File: config.mk
export PLATFORM = sky130hd
export DESIGN_NAME = seven_seg_decoder
export DESIGN_NICKNAME = d
export VERILOG_FILES = /design/src/rtl/seven_seg_decoder.sv
export SDC_FILE = /design/constraint.sdc
export NUM_CORES = 1
export LEC_CHECK = 0
export ABC_AREA = 1
export BUFFER_PORTS_ARGS = -buffer_cell sky130_fd_sc_hd__buf_4
export CAP_MARGIN = 20
export CORE_ASPECT_RATIO = 1.5
export CORE_MARGIN = 1
export CORE_UTILIZATION = 35
export CTS_BUF_LIST = sky130_fd_sc_hd__clkbuf_8
export DETAILED_ROUTE_END_ITERATION = 10
export HOLD_SLACK_MARGIN = 0.03
export SLEW_MARGIN = 5
export SYNTH_ARGS = -nofsm -noshare
export SYNTH_HDL_FRONTEND = slang
export SYNTH_SLANG_ARGS = --single-unit
File: constraint.sdc
create_clock -name clk -period 6.15 [get_ports clk]
set_clock_uncertainty 0.2 [all_clocks]
set_input_delay 1.23 -clock clk [delete_from_list [all_inputs] [get_ports clk]]
set_output_delay 1.23 -clock clk [all_outputs]
set_load 0.03 [all_outputs]
File: src/rtl/seven_seg_decoder.sv
// Receive-side decoder for a multiplexed 4-digit seven-segment display.
// Optional: SEVEN_SEG_DECODER_CHANGE_ONLY_EN reports only changed values.
module seven_seg_decoder #(
  parameter int unsigned SETTLE_CYCLES  = 16,
  parameter int unsigned TIMEOUT_CYCLES = 2**21
) (
  input  logic        clk,
  input  logic        reset_n,
  input  logic [3:0]  digit_select,
  input  logic [6:0]  led_select,
  output logic [13:0] number,
  output logic        number_valid,
  output logic        frame_error,
  output logic        display_active
);

  localparam int unsigned SW = $clog2(SETTLE_CYCLES);
  localparam int unsigned TW = $clog2(TIMEOUT_CYCLES + 1);

  localparam logic [SW-1:0] SET_MAX = SW'(SETTLE_CYCLES - 1);
  localparam logic [SW-1:0] SET_PRE = SW'(SETTLE_CYCLES - 2);
  localparam logic [TW-1:0] TMO_MAX = TW'(TIMEOUT_CYCLES);
  localparam logic [TW-1:0] TMO_PRE = TW'(TIMEOUT_CYCLES - 1);

  typedef enum logic [1:0] {
    S_COLLECT,
    S_CONVERT,
    S_REPORT
  } state_t;

  logic [3:0]      dig_m_q, dig_s_q, dig_p_q;
  logic [6:0]      seg_m_q, seg_s_q, seg_p_q;

  logic [SW-1:0]   stab_q, stab_d;
  logic [TW-1:0]   tmo_q, tmo_d;
  state_t          state_q, state_d;
  logic [3:0]      mask_q, mask_d;
  logic [3:0][3:0] code_q, code_d;
  logic [3:0]      ill_q, ill_d;
  logic [13:0]     sum_q, sum_d;
  logic [13:0]     num_q, num_d;
  logic            nv_q, nv_d;
  logic            fe_q, fe_d;
  logic            act_q, act_d;
`ifdef SEVEN_SEG_DECODER_CHANGE_ONLY_EN
  logic            first_q, first_d;
`endif

  logic            one_low;
  logic [1:0]      sel;
  logic            changed;
  logic            cap;
  logic            expire;
  logic [4:0]      dec;

  // Active-low {g..a} pattern to {illegal, bcd}; blank reads as 0.
  function automatic logic [4:0] seg_decode(input logic [6:0] p);
    case (p)
      7'b1000000: return 5'd0;
      7'b1111001: return 5'd1;
      7'b0100100: return 5'd2;
      7'b0110000: return 5'd3;
      7'b0011001: return 5'd4;
      7'b0010010: return 5'd5;
      7'b0000010: return 5'd6;
      7'b1111000: return 5'd7;
      7'b0000000: return 5'd8;
      7'b0010000: return 5'd9;
      7'b1111111: return 5'd0;
      default:    return 5'h10;
    endcase
  endfunction

  assign dec = seg_decode(seg_s_q);

  // Two-flop synchronisers plus a one-cycle history for change detection.
  always_ff @(posedge clk or negedge reset_n) begin
    if (!reset_n) begin
      dig_m_q <= 4'hf;
      dig_s_q <= 4'hf;
      dig_p_q <= 4'hf;
      seg_m_q <= 7'h7f;
      seg_s_q <= 7'h7f;
      seg_p_q <= 7'h7f;
    end else begin
      dig_m_q <= digit_select;
      dig_s_q <= dig_m_q;
      dig_p_q <= dig_s_q;
      seg_m_q <= led_select;
      seg_s_q <= seg_m_q;
      seg_p_q <= seg_s_q;
    end
  end

  // Which digit is lit, and whether exactly one anode is driven.
  always_comb begin
    one_low = 1'b1;
    sel     = 2'd0;
    case (dig_s_q)
      4'b1110: sel = 2'd0;
      4'b1101: sel = 2'd1;
      4'b1011: sel = 2'd2;
      4'b0111: sel = 2'd3;
      default: one_low = 1'b0;
    endcase
  end

  // Settling counter; capture fires on the cycle it reaches its limit.
  always_comb begin
    changed = (dig_s_q != dig_p_q) || (seg_s_q != seg_p_q);
    stab_d  = stab_q;
    cap     = 1'b0;
    if (changed || !one_low) begin
      stab_d = '0;
    end else if (stab_q != SET_MAX) begin
      stab_d = stab_q + 1'b1;
      cap    = (stab_q == SET_PRE);
    end
  end

  // Inactivity timer, restarted by any capture.
  always_comb begin
    tmo_d  = tmo_q;
    expire = 1'b0;
    if (cap) begin
      tmo_d = '0;
    end else if (tmo_q != TMO_MAX) begin
      tmo_d  = tmo_q + 1'b1;
      expire = (tmo_q == TMO_PRE);
    end
  end

  // Frame FSM: collect four digits, convert, then report.
  always_comb begin
    state_d = state_q;
    mask_d  = mask_q;
    code_d  = code_q;
    ill_d   = ill_q;
    sum_d   = sum_q;
    num_d   = num_q;
    nv_d    = 1'b0;
    fe_d    = 1'b0;
    act_d   = act_q;
`ifdef SEVEN_SEG_DECODER_CHANGE_ONLY_EN
    first_d = first_q;
`endif
    unique case (state_q)
      S_COLLECT: begin
        if (cap) begin
          code_d[sel] = dec[3:0];
          ill_d[sel]  = dec[4];
          mask_d[sel] = 1'b1;
          if (mask_d == 4'b1111) begin
            state_d = S_CONVERT;
          end
        end
      end
      S_CONVERT: begin
        sum_d = {10'd0, code_q[3]} * 14'd1000
              + {10'd0, code_q[2]} * 14'd100
              + {10'd0, code_q[1]} * 14'd10
              + {10'd0, code_q[0]};
        mask_d  = '0;
        state_d = S_REPORT;
      end
      S_REPORT: begin
        state_d = S_COLLECT;
        ill_d   = '0;
        if (|ill_q) begin
          fe_d = 1'b1;
        end else begin
`ifdef SEVEN_SEG_DECODER_CHANGE_ONLY_EN
          if (first_q || (sum_q != num_q)) begin
            num_d   = sum_q;
            nv_d    = 1'b1;
            first_d = 1'b0;
          end
`else
          num_d = sum_q;
          nv_d  = 1'b1;
`endif
        end
        if (nv_d) begin
          act_d = 1'b1;
        end
      end
      default: state_d = S_COLLECT;
    endcase
    if (expire) begin
      state_d = S_COLLECT;
      mask_d  = '0;
      ill_d   = '0;
      num_d   = num_q;
      nv_d    = 1'b0;
      fe_d    = 1'b0;
      act_d   = 1'b0;
`ifdef SEVEN_SEG_DECODER_CHANGE_ONLY_EN
      first_d = 1'b1;
`endif
    end
  end

  // State register for counters, FSM and outputs.
  always_ff @(posedge clk or negedge reset_n) begin
    if (!reset_n) begin
      stab_q  <= '0;
      tmo_q   <= '0;
      state_q <= S_COLLECT;
      mask_q  <= '0;
      code_q  <= '0;
      ill_q   <= '0;
      sum_q   <= '0;
      num_q   <= '0;
      nv_q    <= 1'b0;
      fe_q    <= 1'b0;
      act_q   <= 1'b0;
`ifdef SEVEN_SEG_DECODER_CHANGE_ONLY_EN
      first_q <= 1'b1;
`endif
    end else begin
      stab_q  <= stab_d;
      tmo_q   <= tmo_d;
      state_q <= state_d;
      mask_q  <= mask_d;
      code_q  <= code_d;
      ill_q   <= ill_d;
      sum_q   <= sum_d;
      num_q   <= num_d;
      nv_q    <= nv_d;
      fe_q    <= fe_d;
      act_q   <= act_d;
`ifdef SEVEN_SEG_DECODER_CHANGE_ONLY_EN
      first_q <= first_d;
`endif
    end
  end

  assign number         = num_q;
  assign number_valid   = nv_q;
  assign frame_error    = fe_q;
  assign display_active = act_q;

endmodule

Word level (Yosys, flattened, before mapping)
Cells that the tools add are included.

word-level totals
  bits in registers = 116
  bits of input ports = 13
  word-level logic and storage cells = 116

operators by class
  $add $sub $neg = 5
  $mul = 3
  magnitude comparators = 2
  eq/ne operators = 25
  multiplexer cells = 37
  bitwise logic cells = 3
  reduce and logical (&&, ||, !) cells = 21

operator list
  cell                                                                     count
  5-bit one-hot mux with 10 select lines                                   1
  22-bit two-way mux                                                       2
  7-bit equality test, second input constant                               4
  4-bit two-way mux                                                        7
  22-bit by 1-bit adder with 22-bit output, second input constant          1
  22-bit by 21-bit equality test with 1-bit output, second input constant  1
  22-bit inequality test, second input constant                            1
  7-bit by 5-bit equality test with 1-bit output, second input constant    3
  4-bit equality test, second input constant                               5
  16-bit bitwise mux                                                       1
  1-bit two-way mux                                                        16
  4-bit one-hot mux with 2 select lines                                    2
  14-bit by 11-bit adder with 14-bit output                                1
  14-bit by 4-bit adder with 14-bit output                                 1
  14-bit by 8-bit adder with 14-bit output                                 1
  7-bit by 6-bit equality test with 1-bit output, second input constant    2
  4-bit by 7-bit multiplier with 11-bit output, second input constant      1
  2-bit AND reduction                                                      5
  4-bit by 5-bit multiplier with 9-bit output, second input constant       1
  4-bit demux with 2-bit select                                            1
  2-bit nonzero test                                                       4
  4-bit OR reduction                                                       2
  7-bit by 2-bit equality test with 1-bit output, second input constant    1
  7-bit logical NOT                                                        1
  25 further kinds                                                         31

Depth between registers and ports, before layout
Gate-level depths: netlist of the first run.

  depth after elaboration = 12
  mapped depth = 19

Worst setup path after synthesis of the first run
Ideal clock, no wire load.

  kind = reg-to-reg
  from = reg code_q[14] (netlist name)
  to = reg sum_q[13]
  library setup time = 0.118 ns
  arrival = 4.026 ns
  required time = 5.832 ns
  setup slack = 1.806 ns
  stages on the path, launching flop included = 20
  buffers on the path = 0
  path through = dfrtp_1 fa_1 inv_1 fa_1 inv_1 ha_1 nand2_1 o21ai_0 xor2_1 inv_1 ha_1 ha_1 ha_1 nand2_1 nor3_1 inv_1 o21ai_0 nand3_1 nand3_1 nand2_1

between the ends
  word-level cells in the longest chain between the ends = 4

RTL lines
  element                                       RTL line  text
  start: declaration                            38        logic [3:0][3:0] code_q, code_d;
  start signal: assignment                      225       code_q <= code_d;
  4-bit by 7-bit multiplier with 11-bit output  159       sum_d = {10'd0, code_q[3]} * 14'd1000
  14-bit by 11-bit adder with 14-bit output     160       + {10'd0, code_q[2]} * 14'd100
  14-bit by 8-bit adder with 14-bit output      161       + {10'd0, code_q[1]} * 14'd10
  14-bit by 4-bit adder with 14-bit output      162       + {10'd0, code_q[0]};
  end signal: assignment                        227       sum_q <= sum_d;
  end: declaration                              40        logic [13:0] sum_q, sum_d;

No other way between the ends.
A chain may end at the register's enable or synchronous reset.

Worst setup path after layout of the first run
Same ends and word-level chain as after synthesis.

==> impl_summary.md, run 1 <==
Clock network
The number of setup buffers added after CTS is 0. The number of gates given a new drive strength after cts is 0. The clock latency on the worst-skew pair is 0.45 ns. TritonCTS built the clock tree. CTS saw roughly 120 sinks.

The total CTS buffers is 17. Clock-pin slew was measured on the worst setup and hold paths at 0.08 ns. The cell chosen for the clock root is clkbuf_8. The depth of the CTS H-tree is 4. The longest clock path from root to sink contains 2 buffers.

Hold repair after CTS inserted 0 buffers.

Setup path
The endpoint class of the critical path is a register. The critical path contains buffers and inverters numbering 4 combined. The gate family responsible for the most delay along the worst path is adder cells.

The required time of the critical path is approximately 6.3 ns. The setup check on the worst reg-to-reg path leaves a slack of around 1.5 ns. The critical path is of the register to register type. The data arrival time of the critical path is 4.79 ns.

The highest fanout seen on the critical path is 7. The highest cell delay on the worst timing path is 0.61 ns. Traced cell by cell, the critical path runs through fa_1 > inv_1 > fa_1 > inv_1 > ha_1 > nand2_1 > o21ai_0 > xor2_1 > inv_1 > ha_1 > ha_1 > ha_1 > nand2_1 > nor3_1 > inv_1 > o21ai_0 > nand3_1 > nand3_1 > nand2_1.

For this design, the slowest cell found on the critical path is fa_1. STA classifies the critical path startpoint as a register.

Worst hold path
The path class of the tightest hold or removal check is register to register.

Route
After detailed routing, the number of remaining DRC violations is 0. After detailed routing, the number of vias per cell comes to approximately 4.7. The first-pass iteration count of the detailed router is 5.

The final layout contains routed wiring with a total length of roughly 13000 um. The number of violations reported at the end of detailed-routing iteration 0 is between 200 and 300. The detail route stage leaves a number of antenna-violating nets equal to 0. The number of vias in the routed layout is roughly 5000. Dividing the detail-routed wire length by the instance count gives 12.0 um.

Timing
The worst pin sits at a relative slew slack of a little over a third. In the finished design, the share of the clock period the worst path needs comes to 75.6%. The minimum clock period after layout is roughly 4.7 ns. Setup violations remaining at the end of the flow were counted as 0. The total negative setup slack is 0 ns. The final number of max-transition violations is 0. The final number of hold-violating endpoints came to 0. The maximum achievable frequency is between 200 and 250 MHz.

Setup repair after global routing left no endpoint under its margin. The transition at the pin with the smallest max-transition slack is between 0.9 and 1 ns.

Power and ir drop
The leakage power is ~4 nW. Combinational cells account for roughly 3.3% of the total power. In this run switching power makes up 24.3% of total power. For this design the ratio of total power to cell area is 205 nW/um^2. The internal power of the cells totals 0.00120 W. The total net switching power is 0.000386 W. In this run, flip-flops and latches consume 49.9% of the power. Across the VDD grid, the largest voltage drop is between 0.00015 and 0.0002 V. Per report_power, the clock group accounts for ~47% of the total.

Run status
The run finished with clean final reports.

Global routing
Global routing finished with a remaining overflow of 0. The first global-routing pass estimated around 23000 um of wire. The number of antenna violations at the first check in global routing came to 0.

The maximum number of pins on one net before global-route repair is 71. The via count of the first global-routing pass is ~5100. Across every metal layer, demand over resource in global routing totals between 10 and 15%.

Floorplan
The count of boundary I/O pins is 30. The number of rows created at floorplan is 62. The vertical die dimension is approximately 170 um.

The placeable core region is 19200 um^2. From left edge to right edge, the die measures 116 um. The overall die area is roughly 20000 um^2. For this configuration, the core starts out at a cell density of 35.6%.

Placement
Once placement finished, the instance area stood at ~7300 um^2. At the end of routability-driven placement, the weighted congestion stood at around 0.79. Summed over all nets, the half-perimeter wirelength after detailed placement is 9920 um.

Port buffering added 29 buffers.

Yosys
Yosys printed 0 warnings. The synthesized flop and latch total is between 100 and 150. Summing the sequential cell areas from Yosys gives between 40% and 50% of the chip area. The most used flip-flop cell after synthesis is dfrtp_1.

In this run the mean area of a mapped cell was roughly 8.7 um^2. Yosys mapped a number of flops with a built-in enable equal to 0. The net count after synthesis is slightly below 900. The combined area of all synthesized cells is ~6800 um^2. The count of different cell masters after synthesis is 45. Counting flops with an async set or reset pin after synthesis yields a share of 100%. The synthesized netlist cell count is about 790.

Final layout
The multi-input combinational cells in the finished layout cover a total of 3320 um^2. The final layout contains around 900 nets. The area growth from synthesis to layout is 13.5%. The layout has about 2000 filler cells.

In the final layout, the share of cells above drive strength 1 is about 16%. Summing all flip-flop and latch instances after layout gives 2940 um^2. The final instance area is between 7000 and 8000 um^2. The repair_antennas step left the layout with diodes totalling 0.

In the layout the commonest cells are nand2_1, inv_1, dfrtp_1. The leading cell type in the layout, fill and taps excluded is nand2_1.

Run
The tool flagged a number of max-cap violations equal to 0.
-- cells in the mapped netlist (4+ instances only) --
cell | instances | share of area, %
o21ai_2 | 9 | 1.2
nor2_1 | 49 | 2.7
a21oi_1 | 19 | 1.4
dfrtp_1 | 83 | 30
inv_1 | 131 | 7.2
o21ai_0 | 30 | 2.2
ha_1 | 55 | 10
a21o_1 | 4 | 0.44
nor3_1 | 18 | 1.3
nand4_1 | 21 | 1.9
o21ai_1 | 12 | 0.88
inv_2 | 7 | 0.38
nand2_1 | 174 | 9.6
dfstp_2 | 33 | 13
nor2_2 | 4 | 0.37
xnor2_1 | 13 | 1.7
fa_1 | 17 | 5.0
nand2_2 | 5 | 0.46
xor2_1 | 7 | 0.90
nand3_1 | 54 | 4.0
-- path summary, 6_finish.rpt --
check	startpoint	cells after the start	endpoint
max reg2reg	code_q[14]	19	sum_q[13]
min reg2reg	seg_m_q[1]	0	seg_s_q[1]
min	seg_m_q[1]	0	seg_s_q[1]
max	code_q[14]	19	sum_q[13]
max in group asynchronous	reset_n	2	seg_p_q[2]
min in group asynchronous	reset_n	1	number[0]
-- power groups by stage --
stage	sequential [W]	clock, W	combinational, W
after floorplan	0.000804	0	0.0000265
after global placement	0.000806	0	0.0000531
after detailed placement	0.000807	0	0.0000536
after CTS	0.000793	0.000767	0.0000540
after global routing	0.000794	0.000802	0.0000604
final	0.000792	0.000744	0.0000521
-- through the flow --
step,setup WS [ns],hold slack [ns],power (W),util (%),cells
2_1_floorplan,1.81,0.145,0.000831,-,789
6_report,1.50,0.151,0.00159,40.5,1101
5_1_grt,1.16,0.147,0.00166,40.5,1101
4_1_cts,1.49,0.149,0.00161,40.5,1101
3_3_place_gp,1.58,0.146,0.000859,38.3,1069
3_5_place_dp,1.50,0.147,0.000860,38.3,1069
-- registers in the layout, indices dropped and copies added, names as in the netlist --
register / count
code_q: 16
dig_m_q: 4
dig_p_q: 4
dig_s_q: 4
display_active: 1
frame_error: 1
ill_q: 4
mask_q: 4
number: 14
number_valid: 1
seg_m_q: 7
seg_p_q: 7
seg_s_q: 7
stab_q: 4
state_q: 2
sum_q: 14
tmo_q: 22
-- layer usage --
layer  up-vias  share of wire, %  track usage (%)
met5         -                 0                0
met4         0               2.2             6.20
met3        25               2.1             3.68
met2        68                55             27.6
met1      2398                40             14.9
li1       2635                 -                -
-- cell families (layout without fill, tap and decap cells) --
logic type / after synthesis / after routing / synth area share (%)
AO/OA/AOI/OAI: 89 / 89 / 7.72
XOR/XNOR: 20 / 20 / 2.57
adder cells (fa/ha/maj): 72 / 72 / 15.1
buffers and inverters: 145 / 201 / 8.23
flip-flops: 116 / 116 / 43.1
multiplexers: 1 / 1 / 0.147
AND/OR/NAND/NOR: 346 / 346 / 23.2
-- cell type report --
type / instances / share of cell area (%)
multi-input cells: 528 / 42.9
flip-flops and latches: 116 / 38.0
inverters: 138 / 6.68
well taps: 256 / 4.13
clock buffers: 17 / 3.02
repair buffers: 31 / 3.00
clock inverters: 15 / 2.34
Power figures use the tool's default switching activity.
==> run 2: changes to the inputs <==
==> constraint.sdc (replaced) <==
create_clock -name clk -period 4.4 [get_ports clk]
set_clock_uncertainty 0.2 [all_clocks]
set_input_delay 0.88 -clock clk [delete_from_list [all_inputs] [get_ports clk]]
set_output_delay 0.88 -clock clk [all_outputs]
set_load 0.03 [all_outputs]
==> run 2 against run 1 <==
  * Wire length up 2.9%
  * Largest cell class unchanged
  * Sequential share of layout area is 1.4 points lower
  * Critical endpoint is now sum_q[9]
  * Critical path depth decreased by 4
  * Final area rose by 3.8%
  * Largest power group unchanged
  * Clock power increased by 34%
  * Highest routed layer unchanged
  * Global-route usage up 0.074 points
  * Fmax rose by 10%
==> impl_summary.md, run 2 (synthesized netlist as in run 1, its figures left out) <==
Timing
The final worst hold slack is 0.146 ns (was 0.151 ns). The transition at the pin with the smallest max-transition slack is 1.01 ns (was 0.972 ns). The final number of hold-violating endpoints was 0 (unchanged). The minimum clock period after layout is 4.22 ns (was 4.65 ns). The total negative setup slack came to 0 ns (unchanged). The relative max-transition margin is 31.9% (was 34.7%). The final number of setup-violating endpoints is 0 (unchanged). The maximum achievable frequency is 237 MHz (was 215 MHz).

The final period utilization is 95.9% (was 75.6%). The final number of max-transition violations is 0 (unchanged).

Setup path
The launch point of the worst path is code_q[13] (was code_q[14]). The data arrival time of the critical path is 4.31 ns (was 4.79 ns). The start-to-end type of the worst setup path was register to register (unchanged).

The number of cells traversed by the worst register-to-register path came to 15 (was 19). The endpoint class of the critical path is a register (unchanged). The required time of the critical path was 4.49 ns (was 6.29 ns).

The highest fanout seen on the critical path is 3 (was 7). The source of the worst register-to-register timing path is code_q[13] (was code_q[14]). The kind of launch point of the worst setup path is a register (unchanged).

Floorplan
The starting utilization of the core area is 35.6% (unchanged). The placeable core region was 19200 um^2 (unchanged). The horizontal extent of the die was 116 um (unchanged). The number of rows created at floorplan is 62 (unchanged). The vertical die dimension is 173 um (unchanged).

The count of boundary I/O pins is 30 (unchanged). The overall die area was 20100 um^2 (unchanged).

Power and ir drop
The sequential share of power was 50.9% (was 49.9%). The relative contribution of the clock network to total power is 45.7% (was 46.8%). The internal power component was 0.00167 W (was 0.00120 W). The proportion of total power due to net switching was 23.2% (was 24.3%). The power density relative to cell area came to 271 nW/um^2 (was 205 nW/um^2). The portion of total power attributed to combinational logic is 3.4% (was 3.3%). The total net switching power is 0.000506 W (was 0.000386 W). The worst voltage drop across the vdd grid is 0.000207 V (was 0.000190 V). The leakage power was 4.13 nW (was 4.07 nW).

Clock network
The clock latency on the worst-skew pair is 0.43 ns (was 0.45 ns). The depth of the CTS H-tree came to 4 (unchanged). The number of sinks on the clock net is 116 (unchanged).

The TritonCTS clock tree is yes (unchanged). The cell chosen for the clock root is clkbuf_8 (unchanged). The number of buffers added for setup after CTS is 0 (unchanged).

The total CTS buffers is 17 (unchanged). The maximum number of buffers from clock root to sink was 2 (unchanged). The number of hold buffers added after cts was 0 (unchanged). The clock-pin slew on the worst setup and hold paths is 0.07 ns (was 0.08 ns).

Final layout
The count of antenna diodes in the layout is 0 (unchanged). The leading cell type in the layout, fill and taps excluded is nand2_1 (unchanged). The final core utilization is 42.0% (was 40.5%). The net count of the finished layout is 935 (was 917).

The register with the most flip-flops is tmo_q (unchanged). Commonest cells after routing, fill and taps aside: nand2_1, inv_1, dfrtp_1 (unchanged). The fraction of layout cells with a size suffix above 1 is 20.1% (was 15.7%). The final instance area was 8050 um^2 (was 7750 um^2). The flip-flop count of the largest register after layout was 22 (unchanged). Largest registers: tmo_q: 22 flops, code_q: 16 flops (unchanged). The post-synthesis to final-layout area growth was 17.8% (was 13.5%).

Route
The number of vias in the routed layout is 5185 (was 5126). The remaining routing DRC violations came to 0 (unchanged). The number of violations reported at the end of detailed-routing iteration 0 is 233 (was 252). The via-per-instance ratio was 4.64 (was 4.66).

The average routed wire per standard cell is 12.2 um (was 12.0 um). The antenna violation net count after detailed routing is 0 (unchanged). The first-pass iteration count of the detailed router is 4 (was 5). The final wirelength was 13600 um (was 13300 um).

Run status
Outcome: finished clean (unchanged).

Worst hold path
The class of the tightest hold or removal check was register to register (unchanged). The hold path startpoint was seg_m_q[4] (was seg_m_q[1]). The number of cells traversed by the worst hold path is 0 (unchanged).

Global routing
The overall routing resource usage is 14.8% (was 14.7%). The via count of the first global-routing pass came to 5160 (was 5112). The maximum number of pins on one net before global-route repair is 67 (was 71). The total congestion overflow after global routing came to 0 (unchanged). The number of antenna violations at the first check in global routing is 1 (was 0). The wire length of the first global-routing pass came to 23200 um (was 22800 um).

Run
The max-capacitance violation count is 0 (unchanged).

Placement
The final weighted congestion of routability-driven global placement is 0.789 (was 0.793). The HPWL after detailed placement came to 10000 um (was 9920 um). The port buffer count came to 29 (unchanged). The cell area after placement is 7470 um^2 (was 7340 um^2).
[run 2: cell types whose count changed in the layout (fill, tap and decap cells not counted), sizes merged]
cell	before	now
clkinv	4	6
buf	31	49
inv	142	139
[run 2: final timing paths]
kind / to / slack (ns)
hold / removal: seg_s_q[4] / 0.15
hold reg to reg: seg_s_q[4] / 0.15
min in group asynchronous: number[2] / 0.34
max in group asynchronous: dig_p_q[0] / 2.65
setup / recovery: sum_q[9] / 0.18
setup reg to reg: sum_q[9] / 0.18
[run 2: routing by layer]
layer / share of wire, % / up-vias / global-route usage, %
li1: - / 2666 / -
met1: 41 / 2456 / 16.0
met2: 56 / 53 / 27.4
met3: 1.8 / 10 / 3.33
met4: 0.98 / 0 / 4.97
met5: 0 / - / 0
[run 2: final cells by class]
cell class              count  area [um^2]
clock buffers              17          234
clock inverters            14          165
fillers                  1909        11100
inverters                 138          518
multi-input cells         528         3500
flip-flops and latches    116         2940
well taps                 256          320
repair buffers             49          368
[run 2: power groups by stage]
| stage | sequential [W] | combinational (W) | clock, W |
|---|---|---|---|
| after floorplan | 0.00112 | 0.0000370 | 0 |
| after global placement | 0.00113 | 0.0000747 | 0 |
| after detailed placement | 0.00113 | 0.0000757 | 0 |
| after CTS | 0.00111 | 0.0000761 | 0.00103 |
| after global routing | 0.00111 | 0.0000852 | 0.00108 |
| final | 0.00111 | 0.0000734 | 0.000996 |
[run 2: through the flow]
step	power, W	setup WS (ns)	cells
2_1_floorplan	0.00116	0.0560	789
3_3_place_gp	0.00120	0.0517	1087
3_5_place_dp	0.00120	-0.0379	1087
4_1_cts	0.00222	0.00417	1118
5_1_grt	0.00228	-0.0163	1118
6_report	0.00218	0.179	1118
[run 2: critical path: stages, from the launching register on]
cell and delay, ns:
dfrtp_1 0.41, buf_4 0.16, ha_1 0.31, fa_1 0.54, inv_1 0.07, fa_2 0.55, inv_1 0.06, fa_1 0.44
ha_4 0.30, ha_4 0.21, a21oi_2 0.16, o21ai_0 0.13, a21oi_2 0.21, buf_4 0.15, xor2_1 0.13, o21ai_0 0.08
[run 2: what timing repair did]
item,in CTS,in global routing
gates cloned,0,0
setup endpoints to repair,2,6
pin swaps,0,5
gates resized for setup,2,24
==> run 3: changes to the inputs <==
--- a/config.mk
+++ b/config.mk
@@ -10,7 +10,7 @@
 export CAP_MARGIN = 20
 export CORE_ASPECT_RATIO = 1.5
 export CORE_MARGIN = 1
-export CORE_UTILIZATION = 35
+export CORE_UTILIZATION = 45
 export CTS_BUF_LIST = sky130_fd_sc_hd__clkbuf_8
 export DETAILED_ROUTE_END_ITERATION = 10
 export HOLD_SLACK_MARGIN = 0.03
==> run 3 against run 2 <==
  * Global-route usage rose by 5.0 points
  * Combinational power up 1%
  * Non-clock buffer count decreased by 2
  * Worst hold slack better by 0.0088 ns
  * Highest routed layer unchanged
==> impl_summary.md, run 3 (synthesized netlist as in run 1, its figures left out) <==
Timing
The maximum achievable frequency is 234 MHz (was 237 MHz). The final worst hold slack is 0.154 ns (was 0.146 ns). The minimum clock period after layout was 4.27 ns (was 4.22 ns). The worst setup slack after layout is 0.131 ns (was 0.179 ns). The final period utilization is 97.0% (was 95.9%). The relative max-transition margin is 38.7% (was 31.9%). The final number of max-transition violations is 0 (unchanged).

The final number of setup-violating endpoints is 0 (unchanged). The final number of hold-violating endpoints is 0 (unchanged). The transition at the pin with the smallest max-transition slack was 0.919 ns (was 1.01 ns).

Power and ir drop
The post-route total power is 0.00207 W (was 0.00218 W). The power density relative to cell area is 263 nW/um^2 (was 271 nW/um^2). The leakage power came to 4.13 nW (about the same). The worst voltage drop across the vdd grid is 0.000210 V (was 0.000207 V).

Route
The average routed wire per standard cell is 13.6 um (was 12.2 um). The remaining routing DRC violations was 0 (unchanged). The first-pass iteration count of the detailed router is 7 (was 4).

The final wirelength was 14300 um (was 13600 um). The antenna violation net count after detailed routing is 0 (unchanged). The number of vias in the routed layout came to 5306 (was 5185). The number of violations reported at the end of detailed-routing iteration 0 came to 239 (was 233). The via-per-instance ratio is 5.02 (was 4.64).

Global routing
The total congestion overflow after global routing came to 0 (unchanged). The wire length of the first global-routing pass came to 24000 um (was 23200 um). The maximum number of pins on one net before global-route repair came to 71 (was 67). The overall routing resource usage is 19.8% (was 14.8%). The via count of the first global-routing pass is 5459 (was 5160). The number of antenna violations at the first check in global routing was 0 (was 1).

Floorplan
The count of boundary I/O pins is 30 (unchanged). The vertical die dimension is 153 um (was 173 um). The starting utilization of the core area is 46.6% (was 35.6%). The overall die area came to 15700 um^2 (was 20100 um^2).

The horizontal extent of the die is 103 um (was 116 um). The number of rows created at floorplan is 54 (was 62). The placeable core region is 14700 um^2 (was 19200 um^2).

Final layout
The net count of the finished layout is 933 (was 935). Commonest cells after routing, fill and taps aside: nand2_1, inv_1, dfrtp_1 (unchanged). The post-synthesis to final-layout area growth was 15.6% (was 17.8%). The final core utilization is 53.8% (was 42.0%). The fraction of layout cells with a size suffix above 1 came to 19.5% (was 20.1%).

The leading cell type in the layout, fill and taps excluded is nand2_1 (unchanged). Largest registers: tmo_q: 22 flops, code_q: 16 flops (unchanged). The flip-flop count of the largest register after layout is 22 (unchanged). The count of antenna diodes in the layout is 0 (unchanged). The register with the most flip-flops is tmo_q (unchanged).

Setup path
The required time of the critical path was 4.52 ns (was 4.49 ns). Crit path cell chain: buf_4 > ha_1 > fa_1 > inv_1 > fa_1 > inv_1 > fa_1 > ha_1 > ha_4 > nand2_1 > o21ai_1 > a21oi_2 > o21ai_2 > nand3_1 > nand3_1 > nand2_1 (was buf_4 > ha_1 > fa_1 > inv_1 > fa_2 > inv_1 > fa_1 > ha_4 > ha_4 > a21oi_2 > o21ai_0 > a21oi_2 > buf_4 > xor2_1 > o21ai_0). Counting stages on the worst path, the most repeated cell is fa_1. The start-to-end type of the worst setup path is register to register (unchanged). The library cell contributing the largest single delay on the critical path is fa_1 (was fa_2). The data arrival time of the critical path is 4.39 ns (was 4.31 ns). The endpoint class of the critical path is a register (unchanged).

The number of cells traversed by the worst register-to-register path came to 16 (was 15). The kind of launch point of the worst setup path was a register (unchanged). The highest fanout seen on the critical path is 5 (was 3). The highest cell delay on the worst timing path is 0.54 ns (was 0.55 ns).

Clock network
The cell chosen for the clock root is clkbuf_8 (unchanged). The number of hold buffers added after cts is 0 (unchanged). The total CTS buffers is 17 (unchanged).

The clock-pin slew on the worst setup and hold paths is 0.08 ns (was 0.07 ns). The number of sinks on the clock net is 116 (unchanged). The depth of the CTS H-tree came to 4 (unchanged). The maximum number of buffers from clock root to sink was 2 (unchanged).

The TritonCTS clock tree was yes (unchanged). The clock latency on the worst-skew pair was 0.43 ns (about the same).

Placement
The final weighted congestion of routability-driven global placement is 0.856 (was 0.789). The port buffer count is 29 (unchanged). The worst-case setup slack after placement came to -0.142 ns (was -0.0379 ns).

The HPWL after detailed placement was 10500 um (was 10000 um).

Run
The max-capacitance violation count is 0 (unchanged).

Worst hold path
The class of the tightest hold or removal check is register to register (unchanged). The number of cells traversed by the worst hold path was 0 (unchanged).

Run status
Outcome: finished clean (unchanged).
==> run 3: power by group <==
| part | internal [W] | leakage (nW) | switching (W) |
|---|---|---|---|
| clock network | 0.000440 | 0.191 | 0.000452 |
| registers | 0.00109 | 1.49 | 0.0000139 |
| logic | 0.0000240 | 2.45 | 0.0000501 |
==> run 3: path summary, 6_finish.rpt <==
| path | start | end | slack [ns] |
|---|---|---|---|
| worst min register to register | seg_m_q[4] | seg_s_q[4] | 0.15 |
| min in group asynchronous | reset_n | code_q[13] | 0.38 |
| worst max-delay path | code_q[13] | sum_q[13] | 0.13 |
| worst max register to register | code_q[13] | sum_q[13] | 0.13 |
| worst min-delay path | seg_m_q[4] | seg_s_q[4] | 0.15 |
| max in group asynchronous | reset_n | dig_s_q[1] | 2.69 |
==> run 3: final cells by class <==
type / instances / area [um^2]
inverters: 138 / 518
clock buffers: 17 / 234
well taps: 196 / 245
repair buffers: 47 / 353
clock inverters: 15 / 114
flip-flops and latches: 116 / 2940
multi-input cells: 528 / 3480
fillers: 1387 / 6770
==> run 3: stage by stage <==
step | setup TNS, ns | std cells | instance area [um^2]
floorplan | 0 | 789 | 6830
global placement | 0 | 1024 | 7370
detailed placement | -0.155 | 1024 | 7370
CTS | 0 | 1057 | 7730
global route | -0.126 | 1057 | 7890
finish | 0 | 1057 | 7890
==> run 3: layer usage <==
metal  share of wire (%)  track usage (%)  vias to the layer above
met2                  56             37.0                       69
met1                  40             20.7                     2558
met4                 2.4             8.03                        0
li1                    -                -                     2655
met5                   0                0                        -
met3                 2.1             4.07                       24
==> run 3: critical path, delay by kind of cell, from the launching register on <==
family | cells | cell delay (ns)
AO/OA/AOI/OAI | 3 | 0.41
flip-flops | 1 | 0.40
buffers and inverters | 3 | 0.29
adder cells (fa/ha/maj) | 6 | 2.51
AND/OR/NAND/NOR | 4 | 0.35
==> run 3: what timing repair did <==
action                                  CTS  global route
endpoints found under the setup margin    2             5
resized for setup                         3            21
hold endpoints to repair                  0             0
buffers inserted                          1             0
pin swaps                                 0             2
